File: src/rtl/uart_pkg.sv
// uart_pkg: definitions shared by the UART blocks.
//   - FSM state encoding for the TX serializer (plain 3-bit constants)
//   - default bit period for a 50 MHz clock at 115200 baud
//   - STATUS register bit positions, also used by the MMIO block
//   - even-parity helper
package uart_pkg;

  localparam int UART_CLKS_PER_BIT = 434;

  typedef logic [2:0] uart_state_t;

  localparam uart_state_t ST_IDLE   = 3'd0;
  localparam uart_state_t ST_START  = 3'd1;
  localparam uart_state_t ST_DATA   = 3'd2;
  localparam uart_state_t ST_PARITY = 3'd3;
  localparam uart_state_t ST_STOP   = 3'd4;

  // STATUS register bit positions
  localparam int STAT_TX_BUSY  = 0;
  localparam int STAT_EMPTY    = 1;
  localparam int STAT_FULL     = 2;
  localparam int STAT_TX_READY = 3;

  function automatic logic even_parity(input logic [7:0] d);
    return ^d;
  endfunction

endpackage

File: src/rtl/uart_tx_serializer_if.sv
// uart_tx_serializer_if: pop handshake between the TX FIFO and the serializer.
//   req_valid   FIFO non-empty, req_data valid
//   req_data    byte at the FIFO head (combinational from the FIFO)
//   req_accept  1-cycle pop strobe, asserted by the serializer
// Modports: master = FIFO side, slave = serializer side.
interface uart_tx_serializer_if;
  import uart_pkg::*;

  logic       req_valid;
  logic [7:0] req_data;
  logic       req_accept;

  modport master (output req_valid, output req_data, input  req_accept);
  modport slave  (input  req_valid, input  req_data, output req_accept);
endinterface

File: src/rtl/uart_baud_tick.sv
// uart_baud_tick: bit-period timer. Down-counter reloaded to CLKS_PER_BIT-1
// by clr_i, so each bit lasts exactly CLKS_PER_BIT enabled cycles; tick_o
// marks the last cycle of each bit period. Shared with the RX path.
// Ports:
//   clk, rst_n  clock, async active-low reset (counter clears to 0)
//   clr_i       reload the counter (start of a frame)
//   en_i        count enable (frame in progress)
//   tick_o      1-cycle terminal-count strobe
module uart_baud_tick
  import uart_pkg::*;
#(
  parameter int CLKS_PER_BIT = UART_CLKS_PER_BIT
) (
  input  logic clk,
  input  logic rst_n,
  input  logic clr_i,
  input  logic en_i,
  output logic tick_o
);
  localparam int CW = $clog2(CLKS_PER_BIT);
  localparam logic [CW-1:0] TOP = CW'(CLKS_PER_BIT - 1);

  logic [CW-1:0] cnt_q, cnt_d;

  always_comb begin
    cnt_d = cnt_q;
    if (clr_i || (en_i && cnt_q == '0)) cnt_d = TOP;
    else if (en_i)                      cnt_d = cnt_q - 1'b1;
  end

  assign tick_o = en_i && !clr_i && (cnt_q == '0);

  always_ff @(posedge clk or negedge rst_n) begin
    if (!rst_n) cnt_q <= '0;
    else        cnt_q <= cnt_d;
  end
endmodule

File: src/rtl/uart_tx_serializer.sv
// uart_tx_serializer: 8-bit UART transmitter, 8N1/8N2, LSB first.
// Pops one byte per frame from the TX FIFO and drives the serial line.
// Optional feature: define UART_TX_PARITY_EN to insert an even-parity bit
// between the data bits and the stop bit(s).
// Ports:
//   clk, rst_n  clock, async active-low reset
//   req         FIFO pop handshake (slave modport)
//   tx_busy     frame in progress (registered)
//   uart_txd    serial line, idles high (registered)
//   tx_done     1-cycle pulse on the last cycle of the final stop bit
module uart_tx_serializer
  import uart_pkg::*;
#(
  parameter int CLKS_PER_BIT = UART_CLKS_PER_BIT,
  parameter int STOP_BITS    = 1
) (
  input  logic                 clk,
  input  logic                 rst_n,
  uart_tx_serializer_if.slave  req,
  output logic                 tx_busy,
  output logic                 uart_txd,
  output logic                 tx_done
);
  uart_state_t state_q, state_d;
  logic [7:0]  shift_q, shift_d;
  logic [2:0]  idx_q,   idx_d;
  logic        stop_q,  stop_d;
  logic        txd_q,   txd_d;
  logic        busy_q,  busy_d;
  logic        done;
  logic        accept;
  logic        tick;
  logic        last_stop;
`ifdef UART_TX_PARITY_EN
  logic        par_q,   par_d;
`endif

  // Gated by rst_n so the FIFO never loses a byte while we are held in reset.
  assign accept         = rst_n && (state_q == ST_IDLE) && req.req_valid;
  assign req.req_accept = accept;
  assign last_stop      = (stop_q == 1'(STOP_BITS - 1));

  // Cleared on accept so bit boundaries are aligned to the frame start.
  uart_baud_tick #(.CLKS_PER_BIT(CLKS_PER_BIT)) u_baud (
    .clk    (clk),
    .rst_n  (rst_n),
    .clr_i  (accept),
    .en_i   (state_q != ST_IDLE),
    .tick_o (tick)
  );

  always_comb begin
    state_d = state_q;
    shift_d = shift_q;
    idx_d   = idx_q;
    stop_d  = stop_q;
    txd_d   = txd_q;
    busy_d  = busy_q;
    done    = 1'b0;
`ifdef UART_TX_PARITY_EN
    par_d   = par_q;
`endif
    case (state_q)
      ST_IDLE: if (accept) begin
        state_d = ST_START;
        shift_d = req.req_data;
        idx_d   = '0;
        stop_d  = 1'b0;
        txd_d   = 1'b0;
        busy_d  = 1'b1;
`ifdef UART_TX_PARITY_EN
        par_d   = even_parity(req.req_data);
`endif
      end
      // Each transition loads the next line value so it appears on the tick edge.
      ST_START: if (tick) begin
        state_d = ST_DATA;
        txd_d   = shift_q[0];
        shift_d = {1'b0, shift_q[7:1]};
      end
      ST_DATA: if (tick) begin
        if (idx_q == 3'd7) begin
`ifdef UART_TX_PARITY_EN
          state_d = ST_PARITY;
          txd_d   = par_q;
`else
          state_d = ST_STOP;
          txd_d   = 1'b1;
`endif
        end else begin
          txd_d   = shift_q[0];
          shift_d = {1'b0, shift_q[7:1]};
          idx_d   = idx_q + 3'd1;
        end
      end
`ifdef UART_TX_PARITY_EN
      ST_PARITY: if (tick) begin
        state_d = ST_STOP;
        txd_d   = 1'b1;
      end
`endif
      ST_STOP: if (tick) begin
        if (last_stop) begin
          state_d = ST_IDLE;
          busy_d  = 1'b0;
          done    = 1'b1;
        end else begin
          stop_d  = 1'b1;
        end
      end
      default: begin
        state_d = ST_IDLE;
        txd_d   = 1'b1;
        busy_d  = 1'b0;
      end
    endcase
  end

  always_ff @(posedge clk or negedge rst_n) begin
    if (!rst_n) begin
      state_q <= ST_IDLE;
      shift_q <= '0;
      idx_q   <= '0;
      stop_q  <= 1'b0;
      txd_q   <= 1'b1;
      busy_q  <= 1'b0;
`ifdef UART_TX_PARITY_EN
      par_q   <= 1'b0;
`endif
    end else begin
      state_q <= state_d;
      shift_q <= shift_d;
      idx_q   <= idx_d;
      stop_q  <= stop_d;
      txd_q   <= txd_d;
      busy_q  <= busy_d;
`ifdef UART_TX_PARITY_EN
      par_q   <= par_d;
`endif
    end
  end

  assign uart_txd = txd_q;
  assign tx_busy  = busy_q;
  assign tx_done  = done;
endmodule
File: src/flat_wrapper.sv
// flat-port wrapper written by rule: the top's interface ports become plain ports
module uart_tx_serializer_flat import uart_pkg::*;
#(
  parameter int CLKS_PER_BIT = UART_CLKS_PER_BIT,
  parameter int STOP_BITS    = 1
)
  (clk, rst_n, tx_busy, uart_txd, tx_done, req_req_valid, req_req_data, req_req_accept);
  uart_tx_serializer_if req_i ();
  input  logic clk;
  input  logic rst_n;
  output logic tx_busy;
  output logic uart_txd;
  output logic tx_done;
  input wire logic [$bits(req_i.req_valid)-1:0] req_req_valid;
  input wire logic [$bits(req_i.req_data)-1:0] req_req_data;
  output wire logic [$bits(req_i.req_accept)-1:0] req_req_accept;
  assign req_i.req_valid = req_req_valid;
  assign req_i.req_data = req_req_data;
  assign req_req_accept = req_i.req_accept;
  uart_tx_serializer #(.CLKS_PER_BIT(CLKS_PER_BIT), .STOP_BITS(STOP_BITS)) u_core (.clk(clk), .rst_n(rst_n), .req(req_i), .tx_busy(tx_busy), .uart_txd(uart_txd), .tx_done(tx_done));
endmodule
File: config.mk
export PLATFORM = sky130hd
export DESIGN_NAME = uart_tx_serializer_flat
export DESIGN_NICKNAME = d
export VERILOG_FILES = /design/src/rtl/uart_pkg.sv /design/src/rtl/uart_tx_serializer_if.sv /design/src/rtl/uart_baud_tick.sv /design/src/rtl/uart_tx_serializer.sv /design/src/flat_wrapper.sv
export SDC_FILE = /design/constraint.sdc
export NUM_CORES = 1
export LEC_CHECK = 0
export BUFFER_PORTS_ARGS = -buffer_cell sky130_fd_sc_hd__buf_4
export CAP_MARGIN = 20
export CORE_ASPECT_RATIO = 0.75
export CORE_UTILIZATION = 60
export CTS_BUF_LIST = sky130_fd_sc_hd__clkbuf_16
export CTS_CLUSTER_SIZE = 8
export DETAILED_ROUTE_END_ITERATION = 8
export GPL_TIMING_DRIVEN = 0
export PLACE_DENSITY_LB_ADDON = 0.2
export SETUP_SLACK_MARGIN = 0.02
export SYNTH_ARGS = -nofsm -noshare
export SYNTH_HDL_FRONTEND = slang
export SYNTH_SLANG_ARGS = --single-unit
export TNS_END_PERCENT = 1
File: constraint.sdc
create_clock -name clk -period 3.9 [get_ports clk]
set_clock_uncertainty 0.15 [all_clocks]
set_input_delay 0.78 -clock clk [delete_from_list [all_inputs] [get_ports clk]]
set_output_delay 0.78 -clock clk [all_outputs]
set_load 0.02 [all_outputs]
==> run metrics <==
outcome complete, but fails checks; violated checks DRC; Layout Nets around 170; largest area contributor in the netlist dfrtp_1; multiplexer area fraction after synthesis 0.116; RePlAce Congestion roughly 0.83; Worst-path clk slew about 0.060 ns; ant diodes 0; Vias approximately 1.1k; number of top-level pins 15; Root Buffer clkbuf_16; Inserted Clock Buffers 3; cell area after synthesis 1360 um^2; final setup TNS 0 ns; main combinational cell family by area after synthesis simple AND/OR/NAND/NOR gates; drt total wl ~2.7 mm; Syn Inst Count 133; largest net degree at the start of global routing 31; Synth top area share 0.442; initial core utilization 0.658; Buf+Inv Stages, Crit Path 3; Ys Warns 0; Detail Placement HPWL 1.88 mm; Peak VDD IR 0.000476 V; post-detailed-route wirelength per cell 15.1 um; Worst EP required 2.97 ns; CTS H-Tree Depth 1; type of origin of the critical path flop; Power Density 714 nW/um^2; initial antenna violation count 0; sequential-to-total area share from yosys stat 0.461; Worst Tran Pin Value 0.688 ns; maxcap violations 0; Hold Vio Cnt, Final 0; ranking of synthesized cells by area dfrtp_1 (44%), mux2_2 (12%), nand2_1 (4.4%); first-pass GRT wire length 4.61 mm; WP data arrival 2.25 ns; reg2reg setup slack 1.37 ns; syn avg cell area 10.2 um^2; GRT Total Usage 0.248; Die X 57.0 um; Max Transition Viols Final 0; minimum clock period 3.18 ns; Core Util, Final 0.762; Cell Chain, Critical Path inv_1 -> ha_1 -> or4b_1 -> or2_0 -> buf_2 -> nor3_1 -> buf_4; Reg2Reg Launch Point u_core.u_baud.cnt_q[0]; period utilisation layout 0.816; GRT Residual Overflow 0; die area 2460 um^2; post-synthesis simple-gate area fraction 0.198; critical path depth 7; crit-path max FO 5; worst hold path type primary input to asynchronous set/reset pin; Max clock buf depth 2; synthesized net count 147; post-synthesis compound-gate area fraction 0.132; worst r2r dst u_core.shift_q[0]; crit path max-delay cell type or4b_1; largest stage delay on the critical path about 0.51 ns; layout cells sized above 1 0.265; Post-Synth XOR/XNOR Area 0.0386; initial DRC count 54; port bufs 14; Final ANT Viol Nets 0; post-cts resize count 0; f_max 314 MHz; clk_lat worst skew 0.26 ns; kind of critical path flop to output port; FP Rows 14; area growth from synthesis to layout 15.7%; reg2reg path depth 7; RSZ-0062 raised after global routing false; CP endpoint kind output port; Synth Area in Adders 0.0276; count of state elements after synthesis 25; Placeable Area between 2000 and 2500 um^2; CP top delay family simple AND/OR/NAND/NOR gates; die height 43.2 um; number of global-route vias before repair 1,050; Post-CTS Setup Bufs 0; via/cell ratio 6.15; Leak Pwr 0.679 nW; crit path from u_core.u_baud.cnt_q[0]; synth unique cells 38; Clock Sinks 25; drt pass-1 iters 6; CTS tree yes; cts hold-fix bufs 0; Final setup viols 0; drt drc 2; Slew HR 0.538
==> cell type report <==
| type | instances | area, um^2 |
|---|---|---|
| Multi-Input combinational cell | 99 | 697 |
| Sequential cell | 25 | 627 |
| Fill cell | 147 | 493 |
| Timing Repair Buffer | 14 | 105 |
| Clock buffer | 3 | 75.1 |
| Tap cell | 24 | 30.0 |
| Buffer | 5 | 21.3 |
| Inverter | 4 | 15.0 |
| Clock inverter | 1 | 3.75 |
==> placed cells by master (no fill, tap or decap), types with 2 or more instances in the layout <==
| cell type | synthesis | routed |
|---|---|---|
| xor2_1 | 6 | 6 |
| or3_1 | 2 | 2 |
| nand3_1 | 4 | 4 |
| o211ai_1 | 3 | 3 |
| nand2b_1 | 2 | 2 |
| buf_4 | 0 | 14 |
| a31oi_1 | 2 | 2 |
| ha_1 | 3 | 3 |
| o32ai_1 | 2 | 2 |
| a21oi_1 | 3 | 3 |
| nand2_1 | 16 | 16 |
| clkbuf_16 | 0 | 3 |
| a21o_1 | 2 | 2 |
| dfrtp_1 | 24 | 24 |
| nor3_1 | 6 | 6 |
| nor2_1 | 11 | 11 |
| clkbuf_1 | 3 | 3 |
| nand4_1 | 3 | 3 |
| inv_1 | 4 | 5 |
| buf_2 | 2 | 2 |
| or2_2 | 2 | 2 |
| mux2_2 | 14 | 14 |
| o21a_1 | 2 | 2 |
==> registers in the layout (all words and copies together) (netlist names) <==
| name | flops |
|---|---|
| u_core.shift_q | 8 |
| u_core.tx_busy | 1 |
| u_core.u_baud.cnt_q | 9 |
| u_core.idx_q | 3 |
| u_core.uart_txd | 1 |
| u_core.state_q | 3 |
==> power breakdown <==
part / leakage, nW / internal [W] / switching (W) / total, W
registers: 0.292 / 0.000377 / 0.0000909 / 0.000468
clock network: 0.0423 / 0.000137 / 0.0000873 / 0.000224
logic: 0.344 / 0.000224 / 0.000206 / 0.000430
total: 0.679 / 0.000739 / 0.000385 / 0.00112
==> synthesized netlist by cell type <==
| library cell | instances |
|---|---|
| or3b_2 | 1 |
| a21o_1 | 2 |
| or2_0 | 1 |
| a21oi_4 | 1 |
| mux2_2 | 14 |
| nand3_1 | 4 |
| nand4b_1 | 1 |
| o32a_1 | 1 |
| or3_1 | 2 |
| a21oi_1 | 3 |
| nor3_1 | 6 |
| a2111o_1 | 1 |
| o211ai_1 | 3 |
| or2_2 | 2 |
| inv_1 | 4 |
| a22o_1 | 1 |
| or4_4 | 1 |
| nand2_1 | 16 |
| clkbuf_1 | 3 |
| buf_2 | 2 |
| nand4_1 | 3 |
| a2bb2oi_1 | 1 |
| o21ai_0 | 1 |
| o22ai_1 | 1 |
| dfstp_2 | 1 |
| o21a_1 | 2 |
| nor4_1 | 1 |
| nor2_1 | 11 |
| o22a_1 | 1 |
| a31oi_1 | 2 |
| o31ai_1 | 1 |
| dfrtp_1 | 24 |
| ha_1 | 3 |
| o32ai_1 | 2 |
| nor3_2 | 1 |
| xor2_1 | 6 |
| nand2b_1 | 2 |
| or4b_1 | 1 |
==> worst max path at each step <==
stage                     slack (ns)      end
after global routing            0.64  tx_done
final                           0.72  tx_done
after CTS                       0.69  tx_done
after global placement           1.0  tx_done
after detailed placement        0.99  tx_done
after floorplan                 0.98  tx_done
==> layer usage <==
layer | vias to the layer above | routed length [um] | GRT usage
li1 | 520 | - | -
met1 | 521 | 1240 | 0.322
met2 | 34 | 1260 | 0.407
met3 | 2 | 134 | 0.0762
met4 | 0 | 13 | 0.0585
met5 | - | 0 | 0
==> kinds of logic after synthesis <==
group           count (synthesis)
mux                            14
xor+xnor                        6
fa+ha+maj                       3
flops                          25
compound gates                 23
simple gates                   53
buf+inv                         9
==> stage by stage <==
step	setup WS, ns	hold slack (ns)	power, W	instance area (um^2)	std cells
final	0.719	0.276	0.00112	1570	175
after global routing	0.640	0.309	0.00120	1570	175
after CTS	0.691	0.294	0.00113	1570	175
after detailed placement	0.986	0.316	0.000897	1500	171
after global placement	1.00	0.312	0.000871	1500	171
after floorplan	0.985	0.292	0.000791	1360	133
(Power assumes the default switching activity.)
